[config.mk]
export PLATFORM = sky130hd
export DESIGN_NAME = mc_controller_flat
export DESIGN_NICKNAME = d
export VERILOG_FILES = /design/src/rtl/mc_controller_if.sv /design/src/rtl/mc_controller.sv /design/src/flat_wrapper.sv
export SDC_FILE = /design/constraint.sdc
export NUM_CORES = 1
export LEC_CHECK = 0
export ABC_AREA = 1
export BUFFER_PORTS_ARGS = -buffer_cell sky130_fd_sc_hd__buf_2
export CORE_MARGIN = 1.5
export CORE_UTILIZATION = 44
export DETAILED_ROUTE_END_ITERATION = 16
export PLACE_DENSITY = 0.79
export SETUP_SLACK_MARGIN = 0.3
export SLEW_MARGIN = 20
export SYNTH_ARGS = -nofsm -noshare
export SYNTH_HDL_FRONTEND = slang
export SYNTH_SLANG_ARGS = --single-unit
[constraint.sdc]
create_clock -name clk -period 1.9 [get_ports clk]
set_clock_uncertainty 0.2 [all_clocks]
set_input_delay 0.38 -clock clk [delete_from_list [all_inputs] [get_ports clk]]
set_output_delay 0.38 -clock clk [all_outputs]
set_load 0.02 [all_outputs]
[src/rtl/mc_controller_if.sv]
`default_nettype none
// +------------------------------------------------------------------+
// | mc_controller_if: control/status bundle for the multicycle FSM.  |
// | Rev 1.0                                                          |
// +------------------------------------------------------------------+
interface mc_controller_if;
  logic [5:0] opcode;
  logic [5:0] funct;
  logic       aluZero;
  logic       memReady;
  logic       memReq;
  logic       memWe;
  logic       iorD;
  logic       irWe;
  logic       pcWe;
  logic [1:0] pcSrcCtrl;
  logic       regWe;
  logic [1:0] regDstCtrl;
  logic [1:0] regDInCtrl;
  logic       aluASrcCtrl;
  logic [1:0] aluBSrcCtrl;
  logic [2:0] aluOp;
  logic       instrDone;
  logic       illegal;
  logic [3:0] state;

  modport master (
    input  opcode, funct, aluZero, memReady,
    output memReq, memWe, iorD, irWe, pcWe, pcSrcCtrl, regWe, regDstCtrl,
           regDInCtrl, aluASrcCtrl, aluBSrcCtrl, aluOp, instrDone, illegal, state
  );

  modport slave (
    output opcode, funct, aluZero, memReady,
    input  memReq, memWe, iorD, irWe, pcWe, pcSrcCtrl, regWe, regDstCtrl,
           regDInCtrl, aluASrcCtrl, aluBSrcCtrl, aluOp, instrDone, illegal, state
  );
endinterface
`default_nettype wire

[src/rtl/mc_controller.sv]
`default_nettype none
// +------------------------------------------------------------------+
// | mc_controller: multicycle control FSM for the MIPS-subset core.  |
// | Rev 1.0                                                          |
// +------------------------------------------------------------------+
module mc_controller #(
  parameter logic [4:0] LINK_REG        = 5'd31,
  parameter bit         TRAP_ON_ILLEGAL = 1'b1
) (
  input  wire logic       clk,
  input  wire logic       reset,
  mc_controller_if.master bus
);

  typedef enum logic [3:0] {
    S_FETCH    = 4'd0,
    S_DECODE   = 4'd1,
    S_EXEC_R   = 4'd2,
    S_EXEC_I   = 4'd3,
    S_MEM_ADDR = 4'd4,
    S_MEM_RD   = 4'd5,
    S_MEM_WR   = 4'd6,
    S_WB_ALU   = 4'd7,
    S_WB_MEM   = 4'd8,
    S_BRANCH   = 4'd9,
    S_JUMP     = 4'd10,
    S_JREG     = 4'd11,
    S_HALT     = 4'd15
  } state_e;

  localparam logic [5:0] c_op_rtype = 6'h00;
  localparam logic [5:0] c_op_j     = 6'h02;
  localparam logic [5:0] c_op_jal   = 6'h03;
  localparam logic [5:0] c_op_bne   = 6'h05;
  localparam logic [5:0] c_op_addi  = 6'h08;
  localparam logic [5:0] c_op_xori  = 6'h0E;
  localparam logic [5:0] c_op_lw    = 6'h23;
  localparam logic [5:0] c_op_sw    = 6'h2B;
  localparam logic [5:0] c_fn_add   = 6'h20;
  localparam logic [5:0] c_fn_sub   = 6'h22;
  localparam logic [5:0] c_fn_slt   = 6'h2A;
  localparam logic [5:0] c_fn_jr    = 6'h08;

  localparam logic [2:0] c_alu_add  = 3'd0;
  localparam logic [2:0] c_alu_sub  = 3'd1;
  localparam logic [2:0] c_alu_xor  = 3'd2;
  localparam logic [2:0] c_alu_slt  = 3'd3;

  // A link register of $zero would discard the write, so JAL then skips it.
  localparam bit c_link_writes = (LINK_REG != 5'd0);

  state_e state_q, state_d;

  logic w_rtype, w_r_alu, w_jr, w_itype, w_mem, w_bne, w_jump, w_legal;

  assign w_rtype = (bus.opcode == c_op_rtype);
  assign w_r_alu = w_rtype && ((bus.funct == c_fn_add) || (bus.funct == c_fn_sub) ||
                               (bus.funct == c_fn_slt));
  assign w_jr    = w_rtype && (bus.funct == c_fn_jr);
  assign w_itype = (bus.opcode == c_op_addi) || (bus.opcode == c_op_xori);
  assign w_mem   = (bus.opcode == c_op_lw) || (bus.opcode == c_op_sw);
  assign w_bne   = (bus.opcode == c_op_bne);
  assign w_jump  = (bus.opcode == c_op_j) || (bus.opcode == c_op_jal);
  assign w_legal = w_r_alu || w_jr || w_itype || w_mem || w_bne || w_jump;

  always_comb begin
    state_d = state_q;
    case (state_q)
      S_FETCH:    state_d = bus.memReady ? S_DECODE : S_FETCH;
      S_DECODE: begin
        if (w_r_alu)              state_d = S_EXEC_R;
        else if (w_jr)            state_d = S_JREG;
        else if (w_itype)         state_d = S_EXEC_I;
        else if (w_mem)           state_d = S_MEM_ADDR;
        else if (w_bne)           state_d = S_BRANCH;
        else if (w_jump)          state_d = S_JUMP;
        else if (TRAP_ON_ILLEGAL) state_d = S_HALT;
        else                      state_d = S_FETCH;
      end
      S_EXEC_R, S_EXEC_I: state_d = S_WB_ALU;
      S_MEM_ADDR: state_d = (bus.opcode == c_op_lw) ? S_MEM_RD : S_MEM_WR;
      S_MEM_RD:   state_d = bus.memReady ? S_WB_MEM : S_MEM_RD;
      S_MEM_WR:   state_d = bus.memReady ? S_FETCH : S_MEM_WR;
      S_HALT:     state_d = S_HALT;
      default:    state_d = S_FETCH;
    endcase
  end

  always_ff @(posedge clk or posedge reset) begin
    if (reset) state_q <= S_FETCH;
    else        state_q <= state_d;
  end

  // Outputs are a pure decode of the state; reset masks them so nothing commits.
  always_comb begin
    bus.memReq      = 1'b0;
    bus.memWe       = 1'b0;
    bus.iorD        = 1'b0;
    bus.irWe        = 1'b0;
    bus.pcWe        = 1'b0;
    bus.pcSrcCtrl   = 2'd0;
    bus.regWe       = 1'b0;
    bus.regDstCtrl  = 2'd0;
    bus.regDInCtrl  = 2'd0;
    bus.aluASrcCtrl = 1'b0;
    bus.aluBSrcCtrl = 2'd0;
    bus.aluOp       = c_alu_add;
    bus.instrDone   = 1'b0;
    bus.illegal     = 1'b0;
    bus.state       = 4'd0;
    if (!reset) begin
      bus.state = state_q;
      case (state_q)
        S_FETCH: begin
          bus.memReq      = 1'b1;
          bus.aluBSrcCtrl = 2'd1;
          bus.irWe        = bus.memReady;
          bus.pcWe        = bus.memReady;
        end
        S_DECODE: begin
          bus.aluBSrcCtrl = 2'd3;
          bus.instrDone   = !w_legal && !TRAP_ON_ILLEGAL;
        end
        S_EXEC_R: begin
          bus.aluASrcCtrl = 1'b1;
          if (bus.funct == c_fn_sub)      bus.aluOp = c_alu_sub;
          else if (bus.funct == c_fn_slt) bus.aluOp = c_alu_slt;
        end
        S_EXEC_I: begin
          bus.aluASrcCtrl = 1'b1;
          bus.aluBSrcCtrl = 2'd2;
          if (bus.opcode == c_op_xori) bus.aluOp = c_alu_xor;
        end
        S_WB_ALU: begin
          bus.regWe      = 1'b1;
          bus.regDstCtrl = w_rtype ? 2'd1 : 2'd0;
          bus.instrDone  = 1'b1;
        end
        S_MEM_ADDR: begin
          bus.aluASrcCtrl = 1'b1;
          bus.aluBSrcCtrl = 2'd2;
        end
        S_MEM_RD: begin
          bus.memReq = 1'b1;
          bus.iorD   = 1'b1;
        end
        S_MEM_WR: begin
          bus.memReq    = 1'b1;
          bus.memWe     = 1'b1;
          bus.iorD      = 1'b1;
          bus.instrDone = bus.memReady;
        end
        S_WB_MEM: begin
          bus.regWe      = 1'b1;
          bus.regDInCtrl = 2'd1;
          bus.instrDone  = 1'b1;
        end
        S_BRANCH: begin
          bus.aluASrcCtrl = 1'b1;
          bus.aluOp       = c_alu_sub;
          bus.pcSrcCtrl   = 2'd3;
          bus.pcWe        = !bus.aluZero;
          bus.instrDone   = 1'b1;
        end
        S_JUMP: begin
          bus.pcWe      = 1'b1;
          bus.pcSrcCtrl = 2'd1;
          bus.instrDone = 1'b1;
          if (bus.opcode == c_op_jal) begin
            bus.regWe      = c_link_writes;
            bus.regDstCtrl = 2'd2;
            bus.regDInCtrl = 2'd2;
          end
        end
        S_JREG: begin
          bus.pcWe      = 1'b1;
          bus.pcSrcCtrl = 2'd2;
          bus.instrDone = 1'b1;
        end
        S_HALT:  bus.illegal = 1'b1;
        default: ;
      endcase
    end
  end

endmodule
`default_nettype wire

[src/flat_wrapper.sv]
// flat-port wrapper written by rule: the top's interface ports become plain ports
module mc_controller_flat 
#(
  parameter logic [4:0] LINK_REG        = 5'd31,
  parameter bit         TRAP_ON_ILLEGAL = 1'b1
)
  (clk, reset, bus_opcode, bus_funct, bus_aluZero, bus_memReady, bus_memReq, bus_memWe, bus_iorD, bus_irWe, bus_pcWe, bus_pcSrcCtrl, bus_regWe, bus_regDstCtrl, bus_regDInCtrl, bus_aluASrcCtrl, bus_aluBSrcCtrl, bus_aluOp, bus_instrDone, bus_illegal, bus_state);
  mc_controller_if bus_i ();
  input  wire logic clk;
  input  wire logic reset;
  input wire logic [$bits(bus_i.opcode)-1:0] bus_opcode;
  input wire logic [$bits(bus_i.funct)-1:0] bus_funct;
  input wire logic [$bits(bus_i.aluZero)-1:0] bus_aluZero;
  input wire logic [$bits(bus_i.memReady)-1:0] bus_memReady;
  output wire logic [$bits(bus_i.memReq)-1:0] bus_memReq;
  output wire logic [$bits(bus_i.memWe)-1:0] bus_memWe;
  output wire logic [$bits(bus_i.iorD)-1:0] bus_iorD;
  output wire logic [$bits(bus_i.irWe)-1:0] bus_irWe;
  output wire logic [$bits(bus_i.pcWe)-1:0] bus_pcWe;
  output wire logic [$bits(bus_i.pcSrcCtrl)-1:0] bus_pcSrcCtrl;
  output wire logic [$bits(bus_i.regWe)-1:0] bus_regWe;
  output wire logic [$bits(bus_i.regDstCtrl)-1:0] bus_regDstCtrl;
  output wire logic [$bits(bus_i.regDInCtrl)-1:0] bus_regDInCtrl;
  output wire logic [$bits(bus_i.aluASrcCtrl)-1:0] bus_aluASrcCtrl;
  output wire logic [$bits(bus_i.aluBSrcCtrl)-1:0] bus_aluBSrcCtrl;
  output wire logic [$bits(bus_i.aluOp)-1:0] bus_aluOp;
  output wire logic [$bits(bus_i.instrDone)-1:0] bus_instrDone;
  output wire logic [$bits(bus_i.illegal)-1:0] bus_illegal;
  output wire logic [$bits(bus_i.state)-1:0] bus_state;
  assign bus_i.opcode = bus_opcode;
  assign bus_i.funct = bus_funct;
  assign bus_i.aluZero = bus_aluZero;
  assign bus_i.memReady = bus_memReady;
  assign bus_memReq = bus_i.memReq;
  assign bus_memWe = bus_i.memWe;
  assign bus_iorD = bus_i.iorD;
  assign bus_irWe = bus_i.irWe;
  assign bus_pcWe = bus_i.pcWe;
  assign bus_pcSrcCtrl = bus_i.pcSrcCtrl;
  assign bus_regWe = bus_i.regWe;
  assign bus_regDstCtrl = bus_i.regDstCtrl;
  assign bus_regDInCtrl = bus_i.regDInCtrl;
  assign bus_aluASrcCtrl = bus_i.aluASrcCtrl;
  assign bus_aluBSrcCtrl = bus_i.aluBSrcCtrl;
  assign bus_aluOp = bus_i.aluOp;
  assign bus_instrDone = bus_i.instrDone;
  assign bus_illegal = bus_i.illegal;
  assign bus_state = bus_i.state;
  mc_controller #(.LINK_REG(LINK_REG), .TRAP_ON_ILLEGAL(TRAP_ON_ILLEGAL)) u_core (.clk(clk), .reset(reset), .bus(bus_i));
endmodule
==> impl_results.md, run 1 <==
* Status: did not finish
* Fail Step: global routing
* Error: [ERROR DPL-0038] Utilization greater than 100%, impossible to legalize
* Largest net degree at the start of global routing at 14
* IO Count at 40
* FF+latch count, synth at 4
* Yosys cell types at 22
* Ys async rst share at 1.00
* Post-synth EDFFs at 0
* CTS sink cnt at 4
* CTS Hold Bufs at 0
* Place WS at -0.0357 ns
* Number of port buffers at 38
* Initial core utilization at 0.482
* Post-Syn Area at between 700 and 800 sq um
* Post-placement cell count at slightly above 200
* GR repair worst EP: bus_aluOp[1]
* Synthesized net count at 163
* Worst ep type: primary output
* RePlAce Congestion at 0.808
* CTS H-tree depth at 1
* Die X at 44.3 um
* Seq/Total Area, Yosys at 0.133
* Hpwl dp at 1880 um
* Top_reg_cell synth: dfrtp_1
* Syn avg cell area at 5.12 sq um
* Row cnt at 14
* Clock buffer depth at 2
* Die Y at 44.3 um
* Root Buffer: clkbuf_4
* CTS buffer count at 3
* Synthesis Warnings at 0
* Cell count after synthesis at 147
logic make-up after synthesis:
kind of cell	share of synthesized area
and+or+nand+nor	0.601
buffers and inverters	0.163
AOI/OAI and AO/OA	0.0982
DFF	0.133
other	0.00499
synth_stat cells, drive strengths merged, types with 2 or more instances:
cell / n / area share
nor2: 41 / 0.24
o21ai: 4 / 0.027
a31oi: 3 / 0.025
nor3: 5 / 0.033
a21oi: 4 / 0.037
nand4: 2 / 0.017
nand3b: 2 / 0.020
dfrtp: 4 / 0.13
nand2: 29 / 0.15
buf: 3 / 0.023
inv: 28 / 0.14
nand3: 19 / 0.13
per-stage QoR:
step	util	hold WS [ns]	area [sq um]	setup TNS, ns
2_1_floorplan	-	-0.0385	908	0
3_3_place_gp	0.756	0.314	1180	-0.0155
3_5_place_dp	0.756	0.310	1180	-0.0546
4_1_cts	0.904	0.0800	1410	-1.42
what timing repair did:
action,CTS
setup endpoints to repair,20
pin swaps,5
buffers inserted,6
resized for setup,48
==> inputs of run 2 (changes only) <==
Settings changed: CORE_AREA set to 2 2 63 65, CORE_MARGIN 1.5 to unset, CORE_UTILIZATION 44 to unset, DIE_AREA set to 0 0 65 67, PLACE_DENSITY 0.79 to unset, PLACE_DENSITY_LB_ADDON set to 0.15, SETUP_SLACK_MARGIN 0.3 to unset.
==> impl_results.md, run 2 <==
* Hold_ws at 0.0729 ns
* Status: finished, violations left
* Minimum clock period at 2.02 ns
* Synthesis Warnings at 0
* Top_reg_cell synth: dfrtp_1
* Synthesized net count at 163
* Biggest register: u_core.state_q
* Fin area at roughly 0.0013 sq mm
* Die X at around 65 um
* Top-area cell type share of the netlist area at 0.180
* RePlAce Congestion at 0.813
* Ys async rst share at 1.00
* Area leader, netlist: nor2_1
* Largest net degree at the start of global routing at 13
* Fin crit share at 1.06
* Clock transition at the registers of the reported paths at 0.03 ns
* Comb power frac at 0.245
* MaxCap Viol Count at 0
* CTS Hold Bufs at 0
* Setup violators final at 12
* Required time worst endpoint at 1.32 ns
* First-pass GRT wire length at just over 4000 um
* Switching power at 0.0898 mW
* Top cells by instance count after synthesis: 36 x nor2_1, 28 x nand2_1, 23 x inv_1
* Root Buffer: clkbuf_8
* Die Y at 67 um
* Commonest cells after routing, fill and taps aside: 35 x buf_4, 32 x nor2_1, 23 x nand2_1
* CTS sink cnt at 4
* Failing checks: setup timing
* Int Pwr at 0.254 mW
* CTS buffer count at 3
* Leak at 0.721 nW
* Share of cells above drive strength 1 at 0.469
* Total gr overflow at 0
* Cell count after synthesis at 147
* Placement Cell Area at 0.00108 sq mm
* Area grow syn2layout at 76.5%
* CTS H-tree depth at 1
* CP max-delay cell: dfrtp_1
* Critical path endpoint category: output port
* Number of port buffers at 38
* Antenna Nets Post-Route at 0
* Initial antenna violation count at 0
* Largest regs: u_core.state_q (4)
* Clk_lat worst skew at 0.21 ns
* Final std cells w/o fill at 255
* Critical path's top delay family: flip-flops
* DRC at 0
* Post-synth EDFFs at 0
* Final Hold Vio Count at 0
* RSZ-0062 raised after global routing: yes
* Tot GR Track Use at 0.117
* Buf/Inv on CP at 3
* Crit path launch type: register
* Post-Syn Area at 752 sq um
* Max FO, Critical Path at 4
* Row cnt at 22
* Final Worst Setup Slack at -0.122 ns
* Syn avg cell area at 5.12 sq um
* Hpwl dp at 2040 um
* FF+latch count, synth at 4
* IO Count at 40
* Vias in the first global route at slightly above 1k
* Min-delay worst type: primary input to async pin
* Via density at between 4 and 5
* Max FFs per register at 4
* Initial detailed-routing violation count at 31
* Most common cell after layout, fill and taps aside: buf_4
* Pwr Density at 259 mW/mm^2
* Critical Path, Cell by Cell: inv_2 -> nor2_4 -> inv_2 -> nor2_4 -> o21ai_1 -> o21ai_0 -> buf_2
* DR WL/cell at about 10 um
* 1st-pass router iterations at 4
* Fin nets at 225
* Most numerous cell in the Yosys netlist: nor2_1
* Ranking of synthesized cells by area: nor2_1 18%, nand2_1 14%, dfrtp_1 13%
* CP max stage delay at roughly 0.4 ns
* Diode count at 0
* Sw Share at 0.261
* Drt total wl at 2500 um
* Maximum vdd drop at 0.0908 mV
* TritonCTS clock tree: built
* Initial core utilization at 0.209
* Max-slew violation count at 0
* Reg power frac at 0.250
* Crit path arrival time at between 1 and 1.5 ns
* Core footprint at approximately 0.0036 sq mm
* Vias at 1099
* Clock share of power at 0.505
* Crit path kind: register to output port
* Seq/Total Area, Yosys at 0.133
* Yosys cell types at 22
* Die ar. at 0.00436 sq mm
* F_max at slightly below 0.5 GHz
* Clock buffer depth at 2
* Post-placement cell count at roughly 240
-- run 2: tightest hold or removal path, stage by stage --
cell and delay (ns):
buf_2 0.19, inv_1 0.10, buf_4 0.14
-- run 2: through the flow --
stage / utilization / power [mW] / setup WS, ns / setup TNS, ns
after floorplan: - / 0.129 / 0.0696 / 0
after global placement: 0.299 / 0.169 / 0.00739 / 0
after detailed placement: 0.299 / 0.168 / -0.0161 / -0.0161
after CTS: 0.348 / 0.347 / -0.149 / -0.906
after global routing: 0.368 / 0.367 / -0.205 / -2.00
final: 0.368 / 0.343 / -0.122 / -0.693
-- run 2: worst paths after layout --
check	startpoint	endpoint	slack (ns)	depth (start not counted)
max in group asynchronous	reset	u_core.state_q[1]	1.31	3
worst min-delay path	reset	u_core.state_q[0]	0.07	3
min in group clk	bus_memReady	u_core.state_q[2]	0.40	4
worst max-delay path	u_core.state_q[3]	bus_aluASrcCtrl	-0.12	7
worst max register to register	u_core.state_q[2]	u_core.state_q[1]	0.26	7
worst min register to register	u_core.state_q[0]	u_core.state_q[1]	0.57	4
-- run 2: layout make-up --
cell class,instances,area (sq um)
well taps,48,60.1
multi-input cells,112,607
repair buffers,60,413
fillers,415,2280
clock buffers,3,41.3
inverters,28,105
flip-flops and latches,4,101
-- run 2: per-layer routing --
metal  track usage  wire length (um)  vias to the layer above
li1              -                 -                      579
met1         0.140              1140                      492
met2         0.219              1240                       28
met3        0.0118               119                        0
met4        0.0346                 0                        0
met5             0                 0                        -
-- run 2: logic make-up (layout without fill, tap and decap cells) --
group,count (synthesis),count (layout),share of synthesized area
and+or+nand+nor,99,99,0.601
AOI/OAI and AO/OA,12,12,0.0982
DFF,4,4,0.133
buffers and inverters,31,91,0.163
other,1,1,0.00499
-- run 2: power by group through the flow --
stage | sequential [mW] | combinational [mW] | clock (mW)
finish | 0.0858 | 0.0843 | 0.173
global route | 0.0858 | 0.0950 | 0.186
CTS | 0.0858 | 0.0833 | 0.178
detailed placement | 0.0867 | 0.0817 | 0
global placement | 0.0867 | 0.0828 | 0
floorplan | 0.0867 | 0.0418 | 0
-- run 2: timing repair --
item,in CTS,in global routing
resized for setup,29,16
endpoints found under the setup margin,13,18
pin swaps,12,4
gates cloned,0,0
buffers inserted,7,3
Power figures use the tool's default switching activity.
==> inputs of run 3 (changes only) <==
Settings changed: CTS_BUF_LIST set to sky130_fd_sc_hd__clkbuf_8 sky130_fd_sc_hd__clkbuf_16, MAX_ROUTING_LAYER set to met4.
==> impl_results.md, run 3 (synthesis results as in run 2) <==
* Status: finished, violations left
* Failing checks: setup timing
* Biggest register: u_core.state_q
* Initial antenna violation count at 0
* Minimum clock period at between 2 and 2.5 ns
* Max FFs per register at 4
* Hold_ws at 0.0737 ns
* Number of port buffers at 38
* Place WS at -0.0161 ns
* Total gr overflow at 0
* 1st-pass router iterations at 4
* MaxCap Viol Count at 0
* Root Buffer: clkbuf_8
* Critical path endpoint category: output port
* Max-slew violation count at 0
* Pwr Density at around 260 mW/mm^2
* R2R cell count at 7
* DRC at 0
* Fin nets at 225
* Largest net degree at the start of global routing at 13
* Crit path arrival time at about 1.4 ns
* Final std cells w/o fill at between 200 and 300
* RePlAce Congestion at approximately 0.82
* Vias at 1102
* RR Startpoint: u_core.state_q[2]
* Drt total wl at 2510 um
* Via density at 4.32
* Share of cells above drive strength 1 at 0.469
* Die ar. at 0.00436 sq mm
* RSZ-0062 raised after global routing: yes
* Maximum vdd drop at 0.0906 mV
* Tot GR Track Use at 0.120
* CTS H-tree depth at 1
* Initial detailed-routing violation count at 29
* Vias in the first global route at 1019
* Clock transition at the registers of the reported paths at around 0.03 ns
* Die X at 65 um
* Most common cell after layout, fill and taps aside: buf_4
* Setup violators final at 12
* Fin crit share at 1.06
* Row cnt at 22
* Total power at 0.343 mW
* Hpwl dp at 2040 um
* CTS sink cnt at 4
* Clock buffer depth at 2
* Leak at a little over 0.7 nW
* First-pass GRT wire length at 4090 um
* Clk_lat worst skew at 0.21 ns
* F_max at approximately 0.49 GHz
* Post-placement cell count at 242
* Fin area at 0.00133 sq mm
* Crit path kind: register to output port
* Commonest cells after routing, fill and taps aside: 35 x buf_4, 32 x nor2_1, 23 x nand2_1
* Antenna Nets Post-Route at 0
* DR WL/cell at 9.84 um
* Die Y at 67 um
* Core footprint at 0.00361 sq mm
* Crit path launch type: register
* Placement Cell Area at 0.00108 sq mm
* Max FO, Critical Path at 4
* IO Count at 40
* Worst r2r dst: u_core.state_q[1]
* Largest regs: u_core.state_q (4)
* CTS buffer count at 3
* Area grow syn2layout at 76.5%
* Min-delay worst type: primary input to async pin
* Final Worst Setup Slack at -0.122 ns
* Initial core utilization at 0.209
* FF-to-FF setup slack at 0.26 ns
* Diode count at 0
* Required time worst endpoint at 1.32 ns
* Final Hold Vio Count at 0
* Critical path launch point: u_core.state_q[3]
* TritonCTS clock tree: built
* CTS Hold Bufs at 0
[run 3: cell counts in the layout (fill, tap and decap cells not counted)]
No cell type changed its count.
[run 3: worst max path at each step]
stage / endpoint / slack [ns] / cells past startpoint
2_1_floorplan: bus_regDstCtrl[0] / 0.07 / 3
3_3_place_gp: bus_aluOp[1] / 0.007 / 7
3_5_place_dp: bus_aluOp[1] / -0.02 / 7
4_1_cts: bus_aluASrcCtrl / -0.15 / 6
5_1_grt: bus_aluOp[1] / -0.20 / 7
6_report: bus_aluASrcCtrl / -0.12 / 7
[run 3: worst max-delay path: stages, from the launching register on]
cell and delay [ns]:
dfrtp_1 0.41, inv_2 0.13, nor2_4 0.06, inv_2 0.09, nor2_4 0.04, o21ai_1 0.20, o21ai_0 0.13, buf_2 0.17
[run 3: final cells by class]
class	instances	area, sq um
Fill cell	415	2280
Clock buffer	3	41.3
Tap cell	48	60.1
Inverter	28	105
Multi-Input combinational cell	112	607
Sequential cell	4	101
Timing Repair Buffer	60	413
[run 3: layer usage]
metal  up-vias  track usage  wire (um)
li1        579            -          -
met2        30        0.219       1240
met4         0       0.0346          0
met3         0       0.0118        125
met5         -            -          0
met1       493        0.140       1140
[run 3: metrics by stage]
step | utilization | setup TNS (ns)
floorplan | - | 0
global placement | 0.299 | 0
detailed placement | 0.299 | -0.0161
CTS | 0.348 | -0.906
global route | 0.368 | -2.00
finish | 0.368 | -0.688
[run 3: power by group]
group	internal, mW	switching, mW	total, mW
Sequential	0.0858	0	0.0858
Clock	0.135	0.0381	0.173
Combinational	0.0332	0.0510	0.0843
[run 3: repair_timing]
item	4_1_cts	5_1_grt
setup endpoints to repair	13	18
setup buffers	7	3
pin swaps	12	4
gates resized for setup	29	16
